## src/rtl/uart_conv8to16_if.sv

```systemverilog
// Byte-in / word-out bus for the UART 8-to-16 converter.
// master drives received bytes and observes words; slave is the converter.
interface uart_conv8to16_if;
    logic [7:0]  rx_data;
    logic        rx_done;
    logic [15:0] data;
    logic        conv8to16valid;
    logic [7:0]  drop_cnt;
    logic        busy;

    modport master (
        output rx_data,
        output rx_done,
        input  data,
        input  conv8to16valid,
        input  drop_cnt,
        input  busy
    );

    modport slave (
        input  rx_data,
        input  rx_done,
        output data,
        output conv8to16valid,
        output drop_cnt,
        output busy
    );
endinterface

```

## src/rtl/uart_conv8to16.sv

```systemverilog
// Pairs UART bytes into 16-bit words {high, low} with an inter-byte timeout.
// Optional UART_CONV_TAG_CHECK_EN: reject high bytes with an unknown tag nibble.
module uart_conv8to16 #(
    parameter int unsigned TIMEOUT_CYCLES = 100000
) (
    input logic             clk,
    input logic             rst,
    uart_conv8to16_if.slave bus
);
    localparam int unsigned CntW = (TIMEOUT_CYCLES > 2) ? $clog2(TIMEOUT_CYCLES) : 1;
    localparam logic [CntW-1:0] CntMax = CntW'(TIMEOUT_CYCLES - 1);

    typedef enum logic {
        StWaitHi,
        StWaitLo
    } state_t;

    state_t          r_state;
    logic [7:0]      r_hi;
    logic [CntW-1:0] r_cnt;
    logic [15:0]     r_data;
    logic            r_valid;
    logic [7:0]      r_drop;

    state_t          w_state_next;
    logic [7:0]      w_hi_next;
    logic [CntW-1:0] w_cnt_next;
    logic [15:0]     w_data_next;
    logic            w_valid_next;
    logic            w_drop_inc;
    logic [7:0]      w_drop_next;
    logic            w_tag_ok;

`ifdef UART_CONV_TAG_CHECK_EN
    // Only tags the downstream demux understands may start a word.
    assign w_tag_ok = bus.rx_data[7:4] inside {4'h0, 4'h3, 4'h4, 4'h5, 4'h6};
`else
    assign w_tag_ok = 1'b1;
`endif

    always_comb begin
        w_state_next = r_state;
        w_hi_next    = r_hi;
        w_cnt_next   = r_cnt;
        w_data_next  = r_data;
        w_valid_next = 1'b0;
        w_drop_inc   = 1'b0;
        unique case (r_state)
            StWaitHi: begin
                if (bus.rx_done) begin
                    if (w_tag_ok) begin
                        w_hi_next    = bus.rx_data;
                        w_cnt_next   = '0;
                        w_state_next = StWaitLo;
                    end else begin
                        w_drop_inc = 1'b1;
                    end
                end
            end
            StWaitLo: begin
                // A low byte in the expiry cycle still completes the word.
                if (bus.rx_done) begin
                    w_data_next  = {r_hi, bus.rx_data};
                    w_valid_next = 1'b1;
                    w_state_next = StWaitHi;
                end else if (r_cnt == CntMax) begin
                    w_drop_inc   = 1'b1;
                    w_state_next = StWaitHi;
                end else begin
                    w_cnt_next = r_cnt + CntW'(1);
                end
            end
            default: w_state_next = StWaitHi;
        endcase
        w_drop_next = (w_drop_inc && (r_drop != 8'hFF)) ? r_drop + 8'd1 : r_drop;
    end

    always_ff @(posedge clk) begin
        if (rst) begin
            r_state <= StWaitHi;
            r_hi    <= '0;
            r_cnt   <= '0;
            r_data  <= '0;
            r_valid <= 1'b0;
            r_drop  <= '0;
        end else begin
            r_state <= w_state_next;
            r_hi    <= w_hi_next;
            r_cnt   <= w_cnt_next;
            r_data  <= w_data_next;
            r_valid <= w_valid_next;
            r_drop  <= w_drop_next;
        end
    end

    assign bus.data           = r_data;
    assign bus.conv8to16valid = r_valid;
    assign bus.drop_cnt       = r_drop;
    assign bus.busy           = (r_state == StWaitLo);
endmodule
```

## src/flat_wrapper.sv

```systemverilog
// flat-port wrapper written by rule: the top's interface ports become plain ports
module uart_conv8to16_flat 
#(
    parameter int unsigned TIMEOUT_CYCLES = 100000
)
  (clk, rst, bus_rx_data, bus_rx_done, bus_data, bus_conv8to16valid, bus_drop_cnt, bus_busy);
  uart_conv8to16_if bus_i ();
  input logic clk;
  input logic rst;
  input wire logic [$bits(bus_i.rx_data)-1:0] bus_rx_data;
  input wire logic [$bits(bus_i.rx_done)-1:0] bus_rx_done;
  output wire logic [$bits(bus_i.data)-1:0] bus_data;
  output wire logic [$bits(bus_i.conv8to16valid)-1:0] bus_conv8to16valid;
  output wire logic [$bits(bus_i.drop_cnt)-1:0] bus_drop_cnt;
  output wire logic [$bits(bus_i.busy)-1:0] bus_busy;
  assign bus_i.rx_data = bus_rx_data;
  assign bus_i.rx_done = bus_rx_done;
  assign bus_data = bus_i.data;
  assign bus_conv8to16valid = bus_i.conv8to16valid;
  assign bus_drop_cnt = bus_i.drop_cnt;
  assign bus_busy = bus_i.busy;
  uart_conv8to16 #(.TIMEOUT_CYCLES(TIMEOUT_CYCLES)) u_core (.clk(clk), .rst(rst), .bus(bus_i));
endmodule
```

## config.mk

```make
export PLATFORM = sky130hd
export DESIGN_NAME = uart_conv8to16_flat
export DESIGN_NICKNAME = d
export VERILOG_FILES = /design/src/rtl/uart_conv8to16_if.sv /design/src/rtl/uart_conv8to16.sv /design/src/flat_wrapper.sv
export SDC_FILE = /design/constraint.sdc
export NUM_CORES = 1
export LEC_CHECK = 0
export CAP_MARGIN = 10
export CORE_MARGIN = 3
export CORE_UTILIZATION = 33
export CTS_BUF_LIST = sky130_fd_sc_hd__clkbuf_8 sky130_fd_sc_hd__clkbuf_16
export CTS_CLUSTER_DIAMETER = 50
export CTS_CLUSTER_SIZE = 24
export DETAILED_ROUTE_END_ITERATION = 10
export GPL_TIMING_DRIVEN = 0
export PLACE_DENSITY = 0.53
export RECOVER_POWER = 50
export SYNTH_ARGS = -nofsm -noshare
export SYNTH_HDL_FRONTEND = slang
export SYNTH_SLANG_ARGS = --single-unit
```

## constraint.sdc

```tcl
create_clock -name clk -period 2.6 [get_ports clk]
set_clock_uncertainty 0.1 [all_clocks]
set_input_delay 0.52 -clock clk [delete_from_list [all_inputs] [get_ports clk]]
set_output_delay 0.52 -clock clk [all_outputs]
set_load 0.01 [all_outputs]
```

-- After elaboration in Yosys (flattened, before gate mapping)
Cells that the tools add are included.
- add/sub/neg operators: 2
- equality and inequality tests: 5
- muxes and demuxes: 11
- bitwise gates (word level): 1
- reductions and logical operators: 5
- operators by type and width (operator ; count):
    two-way mux 17 bit ; 3
    case mux 17 bit (2 select lines) ; 1
    adder 17 x 1 -> 17 bit (second input constant) ; 1
    equality test 17 bit (second input constant) ; 1
    adder 8 x 1 -> 8 bit (second input constant) ; 1
    != test 8 bit (second input constant) ; 1
    != test 2 bit (second input constant) ; 3
    two-way mux 1 bit ; 5
    case mux 1 bit (2 select lines) ; 2
    AND reduction 2 bit ; 2
    AND reduction 3 bit ; 1
    OR reduction 2 bit ; 1
    logical AND 1 bit ; 1
    NOT 1 bit ; 1
- bits in registers: 51
- bits of input ports: 11
- output and inout port bits: 26
- word-level logic and storage cells: 30

-- Depth between registers and ports, before layout
- word-level depth: 5
- mapped depth: 7
- gate-level depth less buffers: 5

-- Worst setup path before layout
No wires, ideal clock.
- kind: reg-to-reg
- from: reg u_core.r_cnt[0]
- to: reg u_core.r_cnt[16]
- setup time: 0.074 ns
- arrival time: 1.820 ns
- required time: 2.426 ns
- setup slack: 0.606 ns
- cell stages (with the launch flop): 6
- buffers on the path: 0
- path through: dfxtp_1 ha_1 nand4_1 or4_4 or4_1 a31oi_1
- word-level cells in the longest chain between the ends: 4
- RTL lines (element ; line ; RTL):
    start, declared ; uart_conv8to16.sv:20 ; logic [CntW-1:0] r_cnt;
    start signal, assigned ; uart_conv8to16.sv:89 ; r_cnt <= w_cnt_next;
    adder 17 x 1 -> 17 bit ; uart_conv8to16.sv:70 ; w_cnt_next = r_cnt + CntW'(1);
    two-way mux 17 bit ; uart_conv8to16.sv:66 ; end else if (r_cnt == CntMax) begin
    two-way mux 17 bit ; uart_conv8to16.sv:62 ; if (bus.rx_done) begin
    case mux 17 bit (2 select lines) ; uart_conv8to16.sv:48 ; unique case (r_state)
Several ways; a longest one is shown, not always the timed one. The select of a mux whose other input is x is not followed.
A chain may end at the register's enable or synchronous reset.

-- Worst setup path after layout
- from: reg u_core.r_cnt[0]
- to: reg u_core.r_drop[2] (netlist: u_core.bus.drop_cnt[2])
- word-level cells in the longest chain between the ends: 5
- RTL lines (element ; line ; RTL):
    equality test 17 bit ; uart_conv8to16.sv:66 ;
    two-way mux 1 bit ; uart_conv8to16.sv:66 ;
    two-way mux 1 bit ; uart_conv8to16.sv:62 ;
    case mux 1 bit (2 select lines) ; uart_conv8to16.sv:48 ;
    logical AND 1 bit ; uart_conv8to16.sv:75 ; w_drop_next = (w_drop_inc && (r_drop != 8'hFF)) ? r_drop + 8'd1 : r_drop;
    end signal, assigned ; uart_conv8to16.sv:92 ; r_drop <= w_drop_next;
    end, declared ; uart_conv8to16.sv:23 ; logic [7:0] r_drop;
Every way passes these cells.

==> metrics.txt <==
cell count along the critical path 6; Worst setup startpoint u_core.r_cnt[0]; Synth Warn # 0; Pwr Density between 400 and 500 nW/um^2; most instantiated cells after synthesis nand2_1, dfxtp_1, a21oi_1; setup bufs post-CTS 0; post-DP HPWL 4.50 mm; actual slew at the worst max-slew pin slightly above 0.6 ns; CP endpoint u_core.bus.drop_cnt[2]; Post-Synth Adder-Cell Area 0.0104; clock-pin slew on the worst setup and hold paths roughly 0.09 ns; area share of and/or/nand/nor cells after synthesis 0.329; GR Overflow Total 0; Required @ worst endpoint approximately 2.7 ns; cell area after synthesis between 2000 and 2500 sq um; final net count between 300 and 400; clock tree buffer depth 2; TritonRoute pass-1 iters 4; Core ar. between 6000 and 7000 sq um; all-layer global routing usage 0.149; Area growth syn-to-layout 23.4%; # setup viols final 0; worst min path class reg -> reg; clk_lat worst skew approximately 0.31 ns; XOR/XNOR Fraction of Synth Area 0; I/O Pins 37; max-slew violations 0; status finished, final reports clean; VDD IR max 0.255 mV; max_slew headroom 0.590; global-route wire length before repair 10.0 mm; Slowest-stage cell, CP dfxtp_1; hold_buf cts 0; top cells by area, synth dfxtp_1, nand2_1, a21oi_1; flops & latches, synth 51; Tcrit/Tclk final 0.905; max cap viols 0; final hold vios 0; DIE WIDTH slightly above 90 um; post-synthesis cell type count between 40 and 50; crit-path leading delay family simple AND/OR/NAND/NOR gates; 1st-iter DRT viols 123; critical-path cell list ha_1 > and4_1 > nand4_1 > buf_6 > nor4b_2 > mux2_2; mux cell area share after synthesis 0.0487; via density per instance 5.15; minimum clock period 2.35 ns; final non-filler cell total 427; Root Driver clkbuf_8; Post-Synthesis Mean Instance Area between 8 and 9 sq um; Synth Flop Type dfxtp_1; CTS Buf Count 5; reg2reg setup slack roughly 0.25 ns; RSZ-0062 raised after global routing no; Syn Inst Count 289; critical path class reg -> reg; Critical Path End Type flip-flop; number of port buffers 35; CP Max Fanout 10; setup tns final 0 ns; reg2reg end u_core.bus.drop_cnt[2]; Synth Area in Compound Gates 0.126; worst path buffer plus inverter count 1; Leakage between 1 and 1.5 nW; Initial Util 0.348; Die Area 8380 sq um; RR Startpoint u_core.r_cnt[0]; n_diodes 0; antenna violations before repair 0; DRC errors left 0; Async S/R FF share, synth 0; CTS tree yes; crit-path max cell delay between 0.4 and 0.5 ns; WP data arrival 2.45 ns; Sink Count 51; CTS H-tree depth 2; sequential share of the synthesized area 0.423; post-route antenna net violation count 0; cts repair resizes 0; share of cells above drive strength 1 0.0816; DRT Wirelength ~6.3 mm; share of the synthesized area in the top cell type 0.423; most common cell in the synthesized netlist nand2_1; R2R depth 6; vias between 2,000 and 2,500; syn nets around 300; Cell Rows 30; Placed Cells between 400 and 500; largest net degree at the start of global routing 16; vias in the first global route 1,977; post-synth top area cell dfxtp_1; final RePlAce weighted congestion just under 0.9; per-cell routed wire length 14.7 um; Post-synth EDFFs 0; fmax 0.425 GHz; critical path launch point type flip-flop; largest family of logic cells by synthesized area simple AND/OR/NAND/NOR gates; PnR Total Power between 0.001 and 0.0015 W; die height just over 90 um
## registers in the layout, summed over array words and instances (netlist names)
name and cells:
u_core.bus.busy 1, u_core.bus.conv8to16valid 1, u_core.bus.data 16, u_core.bus.drop_cnt 8
u_core.r_cnt 17, u_core.r_hi 8
## logic make-up after synthesis
logic type | after synthesis
AO/OA/AOI/OAI | 51
adder cells (fa/ha/maj) | 2
buffers and inverters | 22
flip-flops | 51
multiplexers | 11
AND/OR/NAND/NOR | 152
## power by group
part	total [W]	internal, W	switching (W)	leakage [nW]
clock	0.000551	0.000282	0.000269	0.0502
combinational	0.000125	0.0000488	0.0000762	0.560
sequential	0.000805	0.000796	0.00000828	0.413
total	0.00148	0.00113	0.000353	1.02
## worst min-delay path by stage
stage,to,startpoint,slack (ns),cells past startpoint
floorplan,u_core.bus.data[10],u_core.r_hi[2],0.33,2
global placement,u_core.bus.data[8],u_core.r_hi[0],0.34,2
detailed placement,u_core.bus.data[10],u_core.r_hi[2],0.34,2
CTS,u_core.bus.data[10],u_core.r_hi[2],0.36,2
global route,u_core.r_hi[1],u_core.r_hi[1],0.38,2
finish,u_core.bus.data[2],u_core.bus.data[2],0.36,2
## cell type report
type                            instances  area [sq um]
Sequential cell                        51          1020
Buffer                                 20           133
Clock buffer                            5          68.8
Multi-Input combinational cell        216          1240
Timing Repair Buffer                   35           350
Inverter                                2          7.51
Fill cell                             720          3960
Clock inverter                          2          37.5
Tap cell                               96           120
## through the flow
step | setup WS (ns) | area, sq um | utilization | hold slack, ns
final | 0.247 | 2980 | 0.429 | 0.356
after global routing | 0.155 | 2980 | 0.429 | 0.377
after CTS | 0.222 | 2990 | 0.431 | 0.358
after detailed placement | 0.270 | 2890 | 0.415 | 0.344
after global placement | 0.287 | 2890 | 0.415 | 0.339
after floorplan | 0.606 | 2410 | - | 0.332
## layer usage
layer	wire (um)	up-vias	global-route usage
met1	3160	1020	0.217
met2	2790	44	0.222
met5	0	-	0
met4	78	0	0.0490
met3	223	8	0.0240
li1	-	1126	-
## worst min-delay path, cell delays in order (launching register included)
cell and delay (ns):
dfxtp_1 0.32, nand2_1 0.05, a21oi_1 0.05
## cells in the final DEF, fill, tap and decap left out, types with 5 or more instances in the layout
cell type / n
a21oi_1: 30
a31oi_1: 7
clkbuf_1: 11
clkbuf_8: 7
clkdlybuf4s50_1: 13
dfxtp_1: 51
dlygate4sd3_1: 22
mux2_2: 6
mux2i_1: 5
nand2_1: 64
nand2b_1: 5
nand3_1: 8
nand4_1: 10
nor2_1: 15
nor2b_1: 10
nor3_1: 5
nor4_1: 9
o211ai_1: 5
or3_1: 5
Power figures use the tool's default switching activity.
